**src/rtl/display_scanner_pkg.sv**
```systemverilog
// Shared definitions for the multiplexed 7-segment display scanner:
// scan-state encoding, the blank segment pattern and the hex glyph table.
// Glyphs are active-low, bit order {g,f,e,d,c,b,a}.
package display_scanner_pkg;

    typedef enum logic [1:0] {
        ST_IDLE = 2'd0,
        ST_LOAD = 2'd1,
        ST_SCAN = 2'd2
    } scan_state_t;

    // All segments off (active-low).
    localparam logic [6:0] BLANK_SEG = 7'h7F;

    // Upper bound on NUM_DIGITS; sizes the digit index register.
    localparam int MAX_DIGITS = 8;
    localparam int IDX_W      = 3;

    // Standard hex glyphs 0-F, active-low {g,f,e,d,c,b,a}.
    localparam logic [6:0] HEX_GLYPH [16] = '{
        7'h40, 7'h79, 7'h24, 7'h30,   // 0 1 2 3
        7'h19, 7'h12, 7'h02, 7'h78,   // 4 5 6 7
        7'h00, 7'h10, 7'h08, 7'h03,   // 8 9 A b
        7'h46, 7'h21, 7'h06, 7'h0E    // C d E F
    };

endpackage

```
**src/rtl/display_scanner_hex_to_seg.sv**
```systemverilog
// Combinational hex-digit to 7-segment decoder (active-low outputs).
// Ports: digit - 4-bit hex value in
//        seg   - 7-bit segment pattern {g,f,e,d,c,b,a}, 0 = segment lit
module hex_to_seg
    import display_scanner_pkg::*;
(
    input  logic [3:0] digit,
    output logic [6:0] seg
);

    always_comb begin
        seg = HEX_GLYPH[digit];
    end

endmodule

```
**src/rtl/display_scanner.sv**
```systemverilog
// Multiplexed 7-segment display scanner. Steps through NUM_DIGITS digits,
// one per rising edge of Tick (sampled as data in the Clk domain), and
// drives registered active-low Anode/Segments/Dp for the selected digit.
// Ports: Clk, Reset (sync, active-high), Enable (0 = blank and park),
//        Tick (scan rate), Value/DigitEn/DpEn (per-digit data, digit 0 in
//        the low bits), Anode/Segments/Dp (active-low, registered),
//        FrameDone (one-cycle pulse on wrap from last digit to digit 0).
module display_scanner
    import display_scanner_pkg::*;
#(
    parameter int NUM_DIGITS = 4
)
(
    input  logic                    Clk,
    input  logic                    Reset,
    input  logic                    Enable,
    input  logic                    Tick,
    input  logic [4*NUM_DIGITS-1:0] Value,
    input  logic [NUM_DIGITS-1:0]   DigitEn,
    input  logic [NUM_DIGITS-1:0]   DpEn,
    output logic [NUM_DIGITS-1:0]   Anode,
    output logic [6:0]              Segments,
    output logic                    Dp,
    output logic                    FrameDone
);

    localparam logic [IDX_W-1:0] LAST_IDX = IDX_W'(NUM_DIGITS - 1);

    scan_state_t             state;
    logic [IDX_W-1:0]        index;
    logic                    tick_q;
    logic                    tick_rise;

    // Per-frame snapshot of the inputs so a frame never mixes old and new data.
    logic [4*NUM_DIGITS-1:0] shadow_val;
    logic [NUM_DIGITS-1:0]   shadow_en;
    logic [NUM_DIGITS-1:0]   shadow_dp;

    logic                    advance;
    logic                    wrap;
    logic                    reload;
    logic [IDX_W-1:0]        next_idx;
    logic [4*NUM_DIGITS-1:0] src_val;
    logic [NUM_DIGITS-1:0]   src_en;
    logic [NUM_DIGITS-1:0]   src_dp;
    logic [3:0]              sel_nib;
    logic                    sel_en;
    logic                    sel_dp;
    logic [NUM_DIGITS-1:0]   anode_next;
    logic [6:0]              glyph;

    assign tick_rise = Tick & ~tick_q;

    // Outputs are registered from the digit that will be current after the
    // edge, so the index and its display update on the same clock edge.
    always_comb begin
        advance = (state == ST_SCAN) && tick_rise;
        wrap    = advance && (index == LAST_IDX);
        // When the shadow is being (re)loaded this edge, decode straight from
        // the inputs so digit 0 of the new frame shows the new data.
        reload  = (state == ST_LOAD) || wrap;

        next_idx = index;
        if (reload) begin
            next_idx = '0;
        end else if (advance) begin
            next_idx = index + IDX_W'(1);
        end

        src_val = reload ? Value   : shadow_val;
        src_en  = reload ? DigitEn : shadow_en;
        src_dp  = reload ? DpEn    : shadow_dp;

        sel_nib    = 4'h0;
        sel_en     = 1'b0;
        sel_dp     = 1'b0;
        anode_next = '1;
        for (int i = 0; i < NUM_DIGITS; i++) begin
            if (next_idx == IDX_W'(i)) begin
                sel_nib = src_val[i*4 +: 4];
                sel_en  = src_en[i];
                sel_dp  = src_dp[i];
                // A blanked digit leaves every anode off.
                anode_next[i] = ~src_en[i];
            end
        end
    end

    hex_to_seg u_hex_to_seg (
        .digit (sel_nib),
        .seg   (glyph)
    );

    always_ff @(posedge Clk) begin
        if (Reset) begin
            state      <= ST_IDLE;
            index      <= '0;
            tick_q     <= 1'b0;
            shadow_val <= '0;
            shadow_en  <= '0;
            shadow_dp  <= '0;
            Anode      <= '1;
            Segments   <= BLANK_SEG;
            Dp         <= 1'b1;
            FrameDone  <= 1'b0;
        end else begin
            tick_q    <= Tick;
            FrameDone <= 1'b0;

            if (!Enable) begin
                state    <= ST_IDLE;
                index    <= '0;
                Anode    <= '1;
                Segments <= BLANK_SEG;
                Dp       <= 1'b1;
            end else begin
                case (state)
                    ST_IDLE: begin
                        // A tick rise seen here is deliberately ignored.
                        index    <= '0;
                        Anode    <= '1;
                        Segments <= BLANK_SEG;
                        Dp       <= 1'b1;
                        state    <= ST_LOAD;
                    end

                    ST_LOAD: begin
                        shadow_val <= Value;
                        shadow_en  <= DigitEn;
                        shadow_dp  <= DpEn;
                        index      <= '0;
                        Anode      <= anode_next;
                        Segments   <= sel_en ? glyph : BLANK_SEG;
                        Dp         <= sel_en ? ~sel_dp : 1'b1;
                        state      <= ST_SCAN;
                    end

                    ST_SCAN: begin
                        index    <= next_idx;
                        Anode    <= anode_next;
                        Segments <= sel_en ? glyph : BLANK_SEG;
                        Dp       <= sel_en ? ~sel_dp : 1'b1;
                        if (wrap) begin
                            shadow_val <= Value;
                            shadow_en  <= DigitEn;
                            shadow_dp  <= DpEn;
                            FrameDone  <= 1'b1;
                        end
                    end

                    default: begin
                        state    <= ST_IDLE;
                        index    <= '0;
                        Anode    <= '1;
                        Segments <= BLANK_SEG;
                        Dp       <= 1'b1;
                    end
                endcase
            end
        end
    end

endmodule
```
**config.mk**
```make
export PLATFORM = sky130hd
export DESIGN_NAME = display_scanner
export DESIGN_NICKNAME = d
export VERILOG_FILES = /design/src/rtl/display_scanner_pkg.sv /design/src/rtl/display_scanner_hex_to_seg.sv /design/src/rtl/display_scanner.sv
export SDC_FILE = /design/constraint.sdc
export NUM_CORES = 1
export LEC_CHECK = 0
export CAP_MARGIN = 40
export CORE_MARGIN = 2
export CORE_UTILIZATION = 52
export CTS_CLUSTER_DIAMETER = 150
export CTS_CLUSTER_SIZE = 40
export DETAILED_ROUTE_END_ITERATION = 16
export GPL_ROUTABILITY_DRIVEN = 1
export GPL_TIMING_DRIVEN = 0
export PLACE_DENSITY = 0.75
export SYNTH_ARGS = -nofsm -noshare
export SYNTH_HDL_FRONTEND = slang
export SYNTH_SLANG_ARGS = --single-unit
```
**constraint.sdc**
```tcl
create_clock -name Clk -period 3.5 [get_ports Clk]
set_input_delay 0.875 -clock Clk [delete_from_list [all_inputs] [get_ports Clk]]
set_output_delay 0.875 -clock Clk [all_outputs]
set_load 0.05 [all_outputs]
```
Word-level counts from Yosys, hierarchy flattened --
Memories as Yosys holds them, arrays and structs flattened. A register that Yosys moved wholly into a read port is not among the register bits. Cells that the tools add are included.
Word-level totals: register bits after elaboration 36, bits in read-only memories 112, output and inout port bits 13, memories kept 1
Memory list:
- (name not given) | depth 16, width 7, read ports 1, clocked after memory_dff 1, wr ports 0, line display_scanner_hex_to_seg.sv:12 | seg = HEX_GLYPH[digit];
Cells by class: $add $sub $neg 1, equal/unequal tests 7, mux-type cells 25, bitwise operators 16, reduce and logical (&&, ||, !) cells 15
Operators by type and width (number):
- $mux 16 | 2
- $mux 4 | 8
- $pmux 16 s2 | 1
- $reduce_or 4->1 | 5
- $pmux 4 s2 | 2
- $not 1->1 | 14
- $eq 3x2->1 const B | 3
- $mux 1 | 9
- $mux 3 | 2
- $pmux 2 s3 | 1
- $not 4->5 | 1
- $reduce_or 2->1 | 2
- $add 3x1->3 const B | 1
- $eq 3x1->1 const B | 1
- $logic_not 3->1 | 1
- $reduce_and 3->1 | 1
- $reduce_or 3->1 | 1
- $eq 2x1->1 const B | 1
- $eq 2x2->1 const B | 1
- $logic_and 1x1->1 | 2
- $logic_not 2->1 | 1
- $ne 2x2->1 const B | 1
- $reduce_bool 2->1 | 1
- $and 1x1->1 | 1
- $logic_or 1x1->1 | 1

Logic depth before layout (Yosys ltp) --
word-level depth 13, depth in mapped cells 14, gate-level depth less buffers 12

Hierarchy --
From an unflattened synthesis, not the netlist that was laid out.
Second synthesis, totals: cells, all modules 209, area total of the unflattened synthesis 2167.1 um^2
By module, submodules not included:
- display_scanner | times used 1, cells each 174, area an instance 1919.3 um^2, seq. area each 860.8 um^2
- hex_to_seg | times used 1, cells each 35, area an instance 247.7 um^2, seq. area each 0.0 um^2

Worst setup path before layout --
No wires, ideal clock.
kind input port to flip-flop, start in Tick, end reg Segments[1], setup time 0.079 ns, arrival 2.893 ns, data required time 3.421 ns, slack 0.528 ns, stages on the path 9, cells stage by stage and3b_1 -> buf_4 -> mux2_2 -> o21ai_0 -> o31ai_1 -> inv_1 -> ha_1 -> mux2_1 -> o211ai_1
On the way: word-level cells in the longest chain between the ends 12, elaborated cells on any way between the ends 23, classes of those cells eq/ne (3); mux (12); bitwise (3); reduce/logical (5)
Ends and longest elaborated chain:
- start, declared | line display_scanner.sv:17 | input logic Tick,
- $and 1x1->1 * | line display_scanner.sv:52 | assign tick_rise = Tick & ~tick_q;
- $logic_and 1x1->1 * | line display_scanner.sv:57 | advance = (state == ST_SCAN) && tick_rise;
- $logic_and 1x1->1 | line display_scanner.sv:58 | wrap = advance && (index == LAST_IDX);
- $logic_or 1x1->1 | line display_scanner.sv:61 | reload = (state == ST_LOAD) || wrap;
- $mux 3 | line display_scanner.sv:64 | if (reload) begin
- $logic_not 3->1 | line display_scanner.sv:79 | if (next_idx == IDX_W'(i)) begin
- $mux 1 (4 in a row) | line display_scanner.sv:79
- $not 1->1 (no line)
- $reduce_or 4->1 (no line)
- end signal, assigned | line display_scanner.sv:133 | Segments <= sel_en ? glyph : BLANK_SEG;
- end signal, assigned | line display_scanner.sv:141 | Segments <= sel_en ? glyph : BLANK_SEG;
- end, declared | line display_scanner.sv:22 | output logic [6:0] Segments,
Every way passes the cells marked *; elsewhere a longest branch is shown, timed or not. A chain may end at the register's enable or synchronous reset.

Final worst setup path --
Ends and elaborated chain as after synthesis.

==> run_results.csv <==
group,metric,value,unit
power_and_ir_drop,internal_power,0.000723,W
final_layout,nets,329,
timing,fmax,297,MHz
placed_design,port_buffers,39,
drt,drc,0,
drt,ant_nets,0,
setup_path,crit_arrival,3.59,ns
global_routing,grt_pass1_vias,1769,
global_routing,grt_pass1_wl,8.02,mm
setup_path,crit_slowest_cell,"clkdlybuf4s50_1",
drt,first_iter_violations,93,
placed_design,place_ws,-0.448,ns
global_routing,antenna_found_initial,0,
cts,worst_skew_pair.late_latency,0.29,ns
power_and_ir_drop,power_frac_comb,0.139,
cts,cts_made_buffers,5,
setup_path,required,3.72,ns
global_routing,grt_usage,0.203,
synth,synth_edf_count,0,
setup_path,worst-path-max-fanout,10,
global_routing,grt_max_degree,13,
power_and_ir_drop,swShare,0.245,
floorplanning,rows,24,
cts,cts_tree,"yes",
power_and_ir_drop,p_leak,1.24,nW
setup_path,crit_chain,"clkdlybuf4s50_1 -> and3b_1 -> buf_4 -> mux2_2 -> o21ai_0 -> o31ai_4 -> inv_1 -> ha_1 -> mux2_1 -> o211ai_1",
synth,netlist_area,2300,um^2
floorplanning,io_pins,41,
drt,via_per_inst,5.52,
timing,setup_violations,0,
final_layout,post-route-util,0.662,
synth,yosysSeqAreaShare,0.374,
floorplanning,die-area,4980,um^2
drt,drt-total-wl,4.82,mm
timing,hold_violations,0,
synth,avgSynthCellArea,9.52,um^2
global_routing,overflow,0,
placed_design,dp_hpwl,3.80,mm
outcome,run_status,"finished clean",
timing,slew_headroom,0.577,
floorplanning,coreArea,4320,um^2
timing,period_share,0.961,
placed_design,place_congestion,0.898,
final_layout,mostFrequentLayoutCells,"43 x dfxtp_1, 39 x clkdlybuf4s50_1, 35 x mux2i_1",
final_layout,n_fill_cell,375,
setup_path,cp_top_family,"buffers and inverters",
synth,synthArstFlopShare,0,
cts,htree_levels,2,
hold_path,hp-class,"flip-flop to flip-flop",
final_layout,layout.cells.most_common,"dfxtp_1",
setup_path,critPathKind,"primary input to flip-flop",
floorplanning,die_width,70.6,um
power_and_ir_drop,vdd_drop_max,0.225,mV
floorplanning,start_util,0.533,
setup_path,start_kind,"primary input",
drt,first_pass_iters,4,
setup_path,cpPeakStageDelay,0.53,ns
final_layout,antenna_cells,0,
synth,ys_ff_latch,43,
power_and_ir_drop,clkPwrFrac,0.331,
floorplanning,die_h,70.6,um
cts,clock_path_buffers,2,
timing,grt_setup_unrepaired,"false",
synth,yosysWarnings,0,
power_and_ir_drop,p_seq_frac,0.530,
cts,path_clk_slew,0.08,ns
timing,fin_ws,0.136,ns
placed_design,place_area,2760,um^2
synth,synth_cell_types,48,
setup_path,cp_num_buf_inv,3,
drt,via_count,1878,
timing,max_slew.worst_pin.slew,0.633,ns
final_layout,layout-drive-gt1-share,0.101,
cts,clockRootBuffer,"clkbuf_8",
cts,clock-sinks,43,
timing,layout_min_cycle_time,3.36,ns
synth,synthFlopType,"dfxtp_1",
final_layout,finish.instance_area,2860,um^2
synth,syn-num-nets,283,
final_layout,area_delta_synth_final,24.3,%
power_and_ir_drop,power.density,334,nW/um^2
synth,syn_inst,242,
cts,hold_buffers,0,
timing,drv_slew,0,
timing,finClkSkew,0.00660,ns
job,max_cap_viol_count,0,
setup_path,crit_path_end_kind,"flip-flop",
drt,wl_per_cell,14.2,um
power_and_ir_drop,switching_power,0.000234,W
power groups by stage:
stage               sequential [W]  clock [W]  combinational, W
floorplan                 0.000518          0         0.0000787
global placement          0.000518          0          0.000128
detailed placement        0.000519          0          0.000131
CTS                       0.000507   0.000327          0.000132
global route              0.000508   0.000344          0.000148
finish                    0.000507   0.000317          0.000133
state kept, by name, indices dropped and copies added, names as in the netlist:
register / cells
shadow_val: 16
Segments: 7
Anode: 4
shadow_dp: 4
shadow_en: 4
index: 3
state: 2
Dp: 1
FrameDone: 1
tick_q: 1
synthesized netlist by cell type (2+ instances only):
master | number | share of area
o21ai_0 | 5 | 0.011
ha_1 | 13 | 0.071
a22o_1 | 3 | 0.011
o221ai_1 | 4 | 0.015
inv_1 | 7 | 0.011
buf_4 | 2 | 0.0065
o31ai_1 | 2 | 0.0065
clkbuf_1 | 6 | 0.0098
buf_6 | 2 | 0.0098
and3_1 | 2 | 0.0054
o21ai_1 | 2 | 0.0043
buf_2 | 3 | 0.0065
a21oi_1 | 5 | 0.011
mux2_2 | 6 | 0.029
dfxtp_1 | 43 | 0.37
mux2i_1 | 35 | 0.15
o311a_1 | 3 | 0.013
nand2b_1 | 4 | 0.011
or3_1 | 3 | 0.0081
nor2b_1 | 6 | 0.016
nand3_1 | 11 | 0.024
nor2_1 | 34 | 0.055
nand2_1 | 16 | 0.026
logic make-up after synthesis:
kind of cell | count (synthesis) | synth area share
adder cells (fa/ha/maj) | 13 | 0.0706
multiplexers | 43 | 0.196
buffers and inverters | 20 | 0.0440
AND/OR/NAND/NOR | 86 | 0.182
flip-flops | 43 | 0.374
XOR/XNOR | 1 | 0.00380
AO/OA/AOI/OAI | 36 | 0.130
final cells by class:
type	count	area, um^2	area share
multi-input combinational	179	1360	0.474
sequential	43	861	0.301
timing repair buffer	39	390	0.136
clock buffer	6	82.6	0.0288
buffer	13	75.1	0.0262
tap	52	65.1	0.0227
inverter	7	26.3	0.00917
clock inverter	1	5.00	0.00175
repair_timing:
item                                    4_1_cts  5_1_grt
pin swaps                                     0        1
endpoints found under the setup margin        3        5
resized for setup                             1        2
buffers inserted                              0        0
stage by stage:
stage / total power [W] / instances / hold slack, ns / TNS [ns]
2_1_floorplan: 0.000597 / 242 / 0.454 / 0
3_5_place_dp: 0.000649 / 333 / 0.488 / -1.98
5_1_grt: 0.000999 / 340 / 0.544 / 0
6_report: 0.000957 / 340 / 0.502 / 0
3_3_place_gp: 0.000647 / 333 / 0.473 / -2.05
4_1_cts: 0.000966 / 340 / 0.507 / 0
path summary, 6_finish.rpt:
check                        to           from  cells past startpoint  slack [ns]
setup / recovery    Segments[1]           Tick                     10        0.14
setup reg to reg    Segments[1]       index[0]                     10        0.24
hold reg to reg   shadow_val[9]  shadow_val[9]                      2        0.50
hold / removal    shadow_val[9]  shadow_val[9]                      2        0.50
per-layer routing:
| metal | vias up | part of all wire | track usage |
|---|---|---|---|
| li1 | 947 | - | - |
| met1 | 863 | 0.43 | 0.258 |
| met5 | - | 0 | 0 |
| met3 | 9 | 0.066 | 0.0484 |
| met4 | 0 | 0.020 | 0.0650 |
| met2 | 59 | 0.48 | 0.342 |
worst register-to-register path, stage by stage (launching register included):
cell and delay, ns:
dfxtp_1 0.33, ha_1 0.21, ha_1 0.29, nor3b_1 0.54
mux2_2 0.36, o21ai_0 0.16, o31ai_4 0.36, inv_1 0.17
ha_1 0.34, mux2_1 0.29, o211ai_1 0.15
(Power assumes the default switching activity.)
